`src/rtl/ps2_pkg.sv`:
```
// Shared types and constants for the PS/2 key sequencer: FSM states, scancode
// prefixes and the packed event layout {ext, brk, code}.
package ps2_pkg;

  typedef enum logic [2:0] {
    ST_IDLE    = 3'd0,
    ST_EXT     = 3'd1,
    ST_BRK     = 3'd2,
    ST_EXT_BRK = 3'd3,
    ST_PAUSE   = 3'd4
  } state_e;

  localparam logic [7:0] SC_EXT   = 8'hE0;
  localparam logic [7:0] SC_BRK   = 8'hF0;
  localparam logic [7:0] SC_PAUSE = 8'hE1;

  localparam int EV_W = 10;

  // Bytes following E1 that make up the rest of the pause sequence
  localparam logic [2:0] PAUSE_SKIP = 3'd7;

  function automatic logic [EV_W-1:0] make_ev(input logic ext, input logic brk,
                                              input logic [7:0] code);
    return {ext, brk, code};
  endfunction

endpackage

```
`src/rtl/ps2_event_fifo.sv`:
```
// Synchronous event FIFO; head is shown while non-empty, the last popped entry
// is held on the output once it drains.
module ps2_event_fifo #(
  parameter int DEPTH = 8,
  parameter int WIDTH = 10
) (
  input  logic             clk,
  input  logic             rst_n,
  input  logic             push,
  input  logic [WIDTH-1:0] din,
  input  logic             pop,
  output logic [WIDTH-1:0] dout,
  output logic             full,
  output logic             empty
);

  localparam int PTR_W = $clog2(DEPTH);
  localparam int CNT_W = $clog2(DEPTH) + 1;
  localparam logic [PTR_W-1:0] PTR_ONE = 1;
  localparam logic [CNT_W-1:0] CNT_ONE = 1;
  localparam logic [CNT_W-1:0] CNT_MAX = CNT_W'(DEPTH);

  logic [WIDTH-1:0] mem_q [DEPTH];
  logic [WIDTH-1:0] mem_d [DEPTH];
  logic [PTR_W-1:0] wr_q, wr_d, rd_q, rd_d;
  logic [CNT_W-1:0] cnt_q, cnt_d;
  logic [WIDTH-1:0] last_q, last_d;
  logic             push_ok, pop_ok;

  assign empty = (cnt_q == '0);
  assign full  = (cnt_q == CNT_MAX);

  // A full FIFO still takes a push when the head leaves in the same cycle
  assign pop_ok  = pop && !empty;
  assign push_ok = push && (!full || pop_ok);

  assign dout = empty ? last_q : mem_q[rd_q];

  always_comb begin
    mem_d  = mem_q;
    wr_d   = wr_q;
    rd_d   = rd_q;
    cnt_d  = cnt_q;
    last_d = last_q;
    if (push_ok) begin
      mem_d[wr_q] = din;
      wr_d        = wr_q + PTR_ONE;
    end
    if (pop_ok) begin
      last_d = mem_q[rd_q];
      rd_d   = rd_q + PTR_ONE;
    end
    if (push_ok && !pop_ok)      cnt_d = cnt_q + CNT_ONE;
    else if (!push_ok && pop_ok) cnt_d = cnt_q - CNT_ONE;
  end

  always_ff @(posedge clk) begin
    if (!rst_n) begin
      mem_q  <= '{default: '0};
      wr_q   <= '0;
      rd_q   <= '0;
      cnt_q  <= '0;
      last_q <= '0;
    end else begin
      mem_q  <= mem_d;
      wr_q   <= wr_d;
      rd_q   <= rd_d;
      cnt_q  <= cnt_d;
      last_q <= last_d;
    end
  end

endmodule

```
`src/rtl/ps2_key_sequencer.sv`:
```
// Turns received PS/2 bytes into make/break key events queued in a FIFO.
// Define PS2_WATCHDOG_EN to add the stalled-receiver watchdog.
//
// state      | meaning
// IDLE       | waiting for first byte of a sequence
// EXT        | E0 seen
// BRK        | F0 seen
// EXT_BRK    | E0 F0 seen
// PAUSE      | E1 seen, swallowing the rest of the pause sequence
module ps2_key_sequencer
  import ps2_pkg::*;
#(
  parameter int FIFO_DEPTH     = 8,
  parameter int ERR_CNT_W      = 8,
  parameter int TIMEOUT_CYCLES = 50000
) (
  input  logic                 clk,
  input  logic                 rst_n,
  input  logic                 rx_valid,
  input  logic [7:0]           rx_data,
  input  logic                 rx_error,
  input  logic                 rx_busy,
  output logic                 rx_restart,
  output logic                 ev_valid,
  input  logic                 ev_ready,
  output logic [7:0]           ev_code,
  output logic                 ev_ext,
  output logic                 ev_break,
  output logic                 ovf,
  input  logic                 ovf_clr,
  output logic [ERR_CNT_W-1:0] err_cnt
);

  state_e              state_q, state_d;
  logic [2:0]          skip_q, skip_d;
  logic                push_q, push_d;
  logic [EV_W-1:0]     push_data_q, push_data_d;
  logic                ovf_q, ovf_d;
  logic [ERR_CNT_W-1:0] err_cnt_q, err_cnt_d;
  logic                timeout;
  logic                fifo_full, fifo_empty, fifo_pop;
  logic [EV_W-1:0]     fifo_dout;

`ifdef PS2_WATCHDOG_EN
  localparam int WD_W = $clog2(TIMEOUT_CYCLES);
  localparam logic [WD_W-1:0] WD_LOAD = WD_W'(TIMEOUT_CYCLES - 1);
  localparam logic [WD_W-1:0] WD_ONE  = 1;

  logic [WD_W-1:0] wd_q, wd_d;
  logic            wd_active;

  assign wd_active  = rx_busy || (state_q != ST_IDLE);
  // A byte arriving on the expiry cycle is progress, so it suppresses the timeout
  assign timeout    = wd_active && (wd_q == '0) && !rx_valid && !rx_error;
  assign rx_restart = timeout;

  always_comb begin
    wd_d = wd_q - WD_ONE;
    if (!wd_active || rx_valid || rx_error || timeout) wd_d = WD_LOAD;
  end

  always_ff @(posedge clk) begin
    if (!rst_n) wd_q <= WD_LOAD;
    else        wd_q <= wd_d;
  end
`else
  logic unused_wd;
  assign unused_wd  = rx_busy ^ (TIMEOUT_CYCLES == 0);
  assign timeout    = 1'b0;
  assign rx_restart = 1'b0;
`endif

  always_comb begin
    state_d     = state_q;
    skip_d      = skip_q;
    push_d      = 1'b0;
    push_data_d = push_data_q;
    if (rx_error) begin
      state_d = ST_IDLE;
      skip_d  = '0;
    end else if (rx_valid) begin
      case (state_q)
        ST_IDLE: begin
          if (rx_data == SC_EXT)        state_d = ST_EXT;
          else if (rx_data == SC_BRK)   state_d = ST_BRK;
          else if (rx_data == SC_PAUSE) begin
            state_d = ST_PAUSE;
            skip_d  = '0;
          end else begin
            push_d      = 1'b1;
            push_data_d = make_ev(1'b0, 1'b0, rx_data);
          end
        end
        ST_EXT: begin
          if (rx_data == SC_BRK) state_d = ST_EXT_BRK;
          else begin
            push_d      = 1'b1;
            push_data_d = make_ev(1'b1, 1'b0, rx_data);
            state_d     = ST_IDLE;
          end
        end
        ST_BRK: begin
          push_d      = 1'b1;
          push_data_d = make_ev(1'b0, 1'b1, rx_data);
          state_d     = ST_IDLE;
        end
        ST_EXT_BRK: begin
          push_d      = 1'b1;
          push_data_d = make_ev(1'b1, 1'b1, rx_data);
          state_d     = ST_IDLE;
        end
        ST_PAUSE: begin
          if (skip_q == PAUSE_SKIP - 3'd1) begin
            push_d      = 1'b1;
            push_data_d = make_ev(1'b1, 1'b0, SC_PAUSE);
            state_d     = ST_IDLE;
            skip_d      = '0;
          end else begin
            skip_d = skip_q + 3'd1;
          end
        end
        default: state_d = ST_IDLE;
      endcase
    end else if (timeout) begin
      state_d = ST_IDLE;
      skip_d  = '0;
    end
  end

  assign fifo_pop = ev_valid && ev_ready;

  always_comb begin
    ovf_d = ovf_q;
    if (ovf_clr) ovf_d = 1'b0;
    if (push_q && fifo_full && !fifo_pop) ovf_d = 1'b1;
    err_cnt_d = err_cnt_q;
    if ((rx_error || timeout) && (err_cnt_q != '1)) err_cnt_d = err_cnt_q + ERR_CNT_W'(1);
  end

  always_ff @(posedge clk) begin
    if (!rst_n) begin
      state_q     <= ST_IDLE;
      skip_q      <= '0;
      push_q      <= 1'b0;
      push_data_q <= '0;
      ovf_q       <= 1'b0;
      err_cnt_q   <= '0;
    end else begin
      state_q     <= state_d;
      skip_q      <= skip_d;
      push_q      <= push_d;
      push_data_q <= push_data_d;
      ovf_q       <= ovf_d;
      err_cnt_q   <= err_cnt_d;
    end
  end

  ps2_event_fifo #(
    .DEPTH(FIFO_DEPTH),
    .WIDTH(EV_W)
  ) u_fifo (
    .clk  (clk),
    .rst_n(rst_n),
    .push (push_q),
    .din  (push_data_q),
    .pop  (fifo_pop),
    .dout (fifo_dout),
    .full (fifo_full),
    .empty(fifo_empty)
  );

  assign ev_valid = !fifo_empty;
  assign ev_ext   = fifo_dout[9];
  assign ev_break = fifo_dout[8];
  assign ev_code  = fifo_dout[7:0];
  assign ovf      = ovf_q;
  assign err_cnt  = err_cnt_q;

endmodule

```
`config.mk`:
```
export PLATFORM = sky130hd
export DESIGN_NAME = ps2_key_sequencer
export DESIGN_NICKNAME = d
export VERILOG_FILES = /design/src/rtl/ps2_pkg.sv /design/src/rtl/ps2_event_fifo.sv /design/src/rtl/ps2_key_sequencer.sv
export SDC_FILE = /design/constraint.sdc
export NUM_CORES = 1
export LEC_CHECK = 0
export BUFFER_PORTS_ARGS = -buffer_cell sky130_fd_sc_hd__buf_2
export CORE_ASPECT_RATIO = 1.1
export CORE_MARGIN = 2
export CORE_UTILIZATION = 61
export DETAILED_ROUTE_END_ITERATION = 10
export PLACE_DENSITY = 0.8
export SETUP_SLACK_MARGIN = 0.15
export SYNTH_ARGS = -nofsm -noshare
export SYNTH_HDL_FRONTEND = slang
export SYNTH_HIERARCHICAL = 1
export SYNTH_SLANG_ARGS = --single-unit
```
`constraint.sdc`:
```
create_clock -name clk -period 3.9 [get_ports clk]
set_input_delay 0.39 -clock clk [delete_from_list [all_inputs] [get_ports clk]]
set_output_delay 0.39 -clock clk [all_outputs]
set_load 0.03 [all_outputs]
```
==> impl_metrics.yaml <==
sta:
  finClkSkew_ps: 8.40
  hold_ws_ps: 150
  tns_ps: 0
  tightest_slew_ps: 1030
  rsz0062_at_grt: "no"
  fin_crit_sh_pct: 82.8
  timing.final.crit_period_ps: 3230
  max_slew_margin_pct: 31.2
  max_freq_mhz: 310
  report.final.slew_viol_count: 0
  setup_viol: 0
  finalHoldViolCount: 0
  setup_ws_ps: 670
cts:
  cts_buffer_depth: 2
  clock-root-buffer: "clkbuf_8"
  cts_num_sinks: 126
  path_clk_slew_ps: 60
  cts_tree: "done"
  clk_latency_ps: 520
  cts-resized-gates: 0
  cts_buffers: 17
  post-cts-setup-buffer-count: 0
  hold_buffers: 0
  cts.htree.levels: 4
power_and_ir_drop:
  total_power_mw: 4.01
  powerDensity_nw_per_um2: 608
  p_clk_share_pct: 38.0
  p_sw_mw: 1.36
  power_frac_comb_pct: 26.6
  ir_worst_vdd_mv: 0.340
  p_leak_nw: 2.97
  seqPwrFrac_pct: 35.4
  cell_internal_pwr_mw: 2.65
  p_sw_share_pct: 33.9
floorplan:
  fp-row-count: 37
  core-area_um2: 9350
  die_w_um: 97.7
  io_pins: 36
  start_util_pct: 63.0
  dieArea_um2: 10500
  die_y_um: 107
critical_path:
  end_kind: "register"
  cp-start-kind: "register"
  path_class: "register to register"
  worstPathRequired_ps: 4350
  cp_max_fo: 24
  critPathArrivalTime_ps: 3680
grt:
  grt_max_degree: 80
  grt_overflow: 0
  antenna_found_initial: 0
  grt_pass1_wl_um: 20600
  grt_pass1_vias: 4266
  grt_usage_pct: 24.6
yosys:
  avgSynthCellArea_um2: 9.98
  synthFlopType: "dfxtp_1"
  ys_seq_elements: 126
  seq_area_frac_synth_pct: 42.8
  async_reset_ff_share_pct: 0
  ys_types: 55
  synth_warnings: 6
  synth_area_um2: 5890
  synth_edf_count: 0
  synth_nets: 612
  syn-instance-count: 590
drt:
  avgRoutedWirePerCell_um: 16.7
  via_count: 4353
  first_pass_iters: 4
  dr.first_iter.drc_count: 170
  totalWireLength_um: 12300
  viasPerCell: 5.92
  ant_nets: 0
  drc: 0
cells_and_area:
  layout-drive-gt1-share_pct: 16.7
  layout_common_cells: "dfxtp_1 (126), nand2_1 (113), mux2i_1 (103)"
  diodes: 0
  stdcell_count: 735
  area_delta_synth_final_pct: 12.2
  layout_commonest_cell: "dfxtp_1"
  fin_nets: 627
place:
  pre_cts_ws_ps: 685
  gp_congestion: 0.770
  place_inst: 703
  port_buffers: 33
  dp.final_hpwl_um: 7690
run:
  drv_cap: 0
worst_hold_path:
  hold_path_class: "input port to register"
status:
  status: "finished, final reports clean"
## logic make-up after synthesis
group	synth area share (%)
buf+inv	4.68
fa+ha+maj	1.62
compound gates	7.57
flops	42.8
xor+xnor	1.64
other cells	0.0637
simple gates	16.4
mux	25.2
## final cells by class
| class | instances | area (um^2) |
|---|---|---|
| Multi-Input combinational cell | 412 | 3090 |
| Fill cell | 687 | 2750 |
| Sequential cell | 126 | 2520 |
| Clock buffer | 19 | 442 |
| Timing Repair Buffer | 39 | 225 |
| Tap cell | 117 | 146 |
| Clock inverter | 13 | 141 |
| Inverter | 9 | 33.8 |
## Yosys cell counts (3+ instances only)
cell type | n | area [um^2]
mux2i_1 | 103 | 1030
nor3_1 | 3 | 15.0
xnor2_1 | 10 | 87.6
buf_6 | 9 | 101
nor2b_1 | 8 | 50.1
nand3_1 | 12 | 60.1
o211a_1 | 3 | 30.0
and2_1 | 13 | 81.3
clkbuf_1 | 25 | 93.8
nand2_1 | 113 | 424
ha_1 | 6 | 75.1
inv_1 | 8 | 30.0
a211oi_1 | 4 | 30.0
or3_1 | 3 | 18.8
o31ai_1 | 3 | 22.5
mux4_2 | 20 | 450
a21oi_1 | 26 | 130
buf_2 | 7 | 35.0
o211ai_1 | 4 | 30.0
nor2_1 | 16 | 60.1
o21ai_1 | 6 | 30.0
dfxtp_1 | 126 | 2520
o21ai_0 | 19 | 95.1
## per-layer routing
metal / up-vias / share of wire, % / track usage, %
li1: 2111 / - / -
met1: 2147 / 44 / 30.9
met2: 79 / 51 / 42.6
met3: 16 / 3.7 / 5.02
met4: 0 / 1.2 / 7.94
met5: - / 0 / 0
## flip-flops by register name (all words and copies together) (netlist names)
| signal | flops |
|---|---|
| u_fifo/mem_q | 80 |
| state_q | 3 |
| u_fifo/rd_q | 3 |
| skip_q | 3 |
| push_data_q | 10 |
| ovf | 1 |
| u_fifo/cnt_q | 4 |
| push_q | 1 |
| u_fifo/last_q | 10 |
| err_cnt | 8 |
| u_fifo/wr_q | 3 |
## power groups by stage
stage	Sequential, mW	Clock, mW	Combinational, mW
2_1_floorplan	1.43	0	0.824
3_3_place_gp	1.44	0	1.04
3_5_place_dp	1.45	0	1.07
4_1_cts	1.42	1.54	1.08
5_1_grt	1.43	1.60	1.17
6_report	1.42	1.52	1.07
## critical path, cell delays in order, from the launching register on
cell and delay [ps]:
dfxtp_1 460, or4_1 160, buf_4 220, inv_1 80, nor2b_1 360, o41a_1 230, buf_4 230, inv_1 90
ha_1 200, inv_1 140, ha_1 290, a21oi_1 180, a211oi_1 100, a31oi_1 220, mux2i_1 200
## metrics by stage
step	utilization (%)	area (um^2)
final	70.6	6610
after CTS	70.6	6610
after floorplan	-	5890
after detailed placement	64.4	6020
after global placement	64.4	6020
after global routing	70.6	6610
## path summary, 6_finish.rpt
check	to	start	slack, ps	depth (start not counted)
worst max register to register	u_fifo/cnt_q[3]$_SDFFE_PN0P_	u_fifo/cnt_q[0]$_SDFFE_PN0P_	670	14
worst min-delay path	push_data_q[1]$_SDFFE_PN0P_	rx_data[1]	150	3
worst min register to register	push_data_q[4]$_SDFFE_PN0P_	push_data_q[4]$_SDFFE_PN0P_	460	2
worst max-delay path	u_fifo/cnt_q[3]$_SDFFE_PN0P_	u_fifo/cnt_q[0]$_SDFFE_PN0P_	670	14
Note: power is estimated with default switching activity, not from simulation.
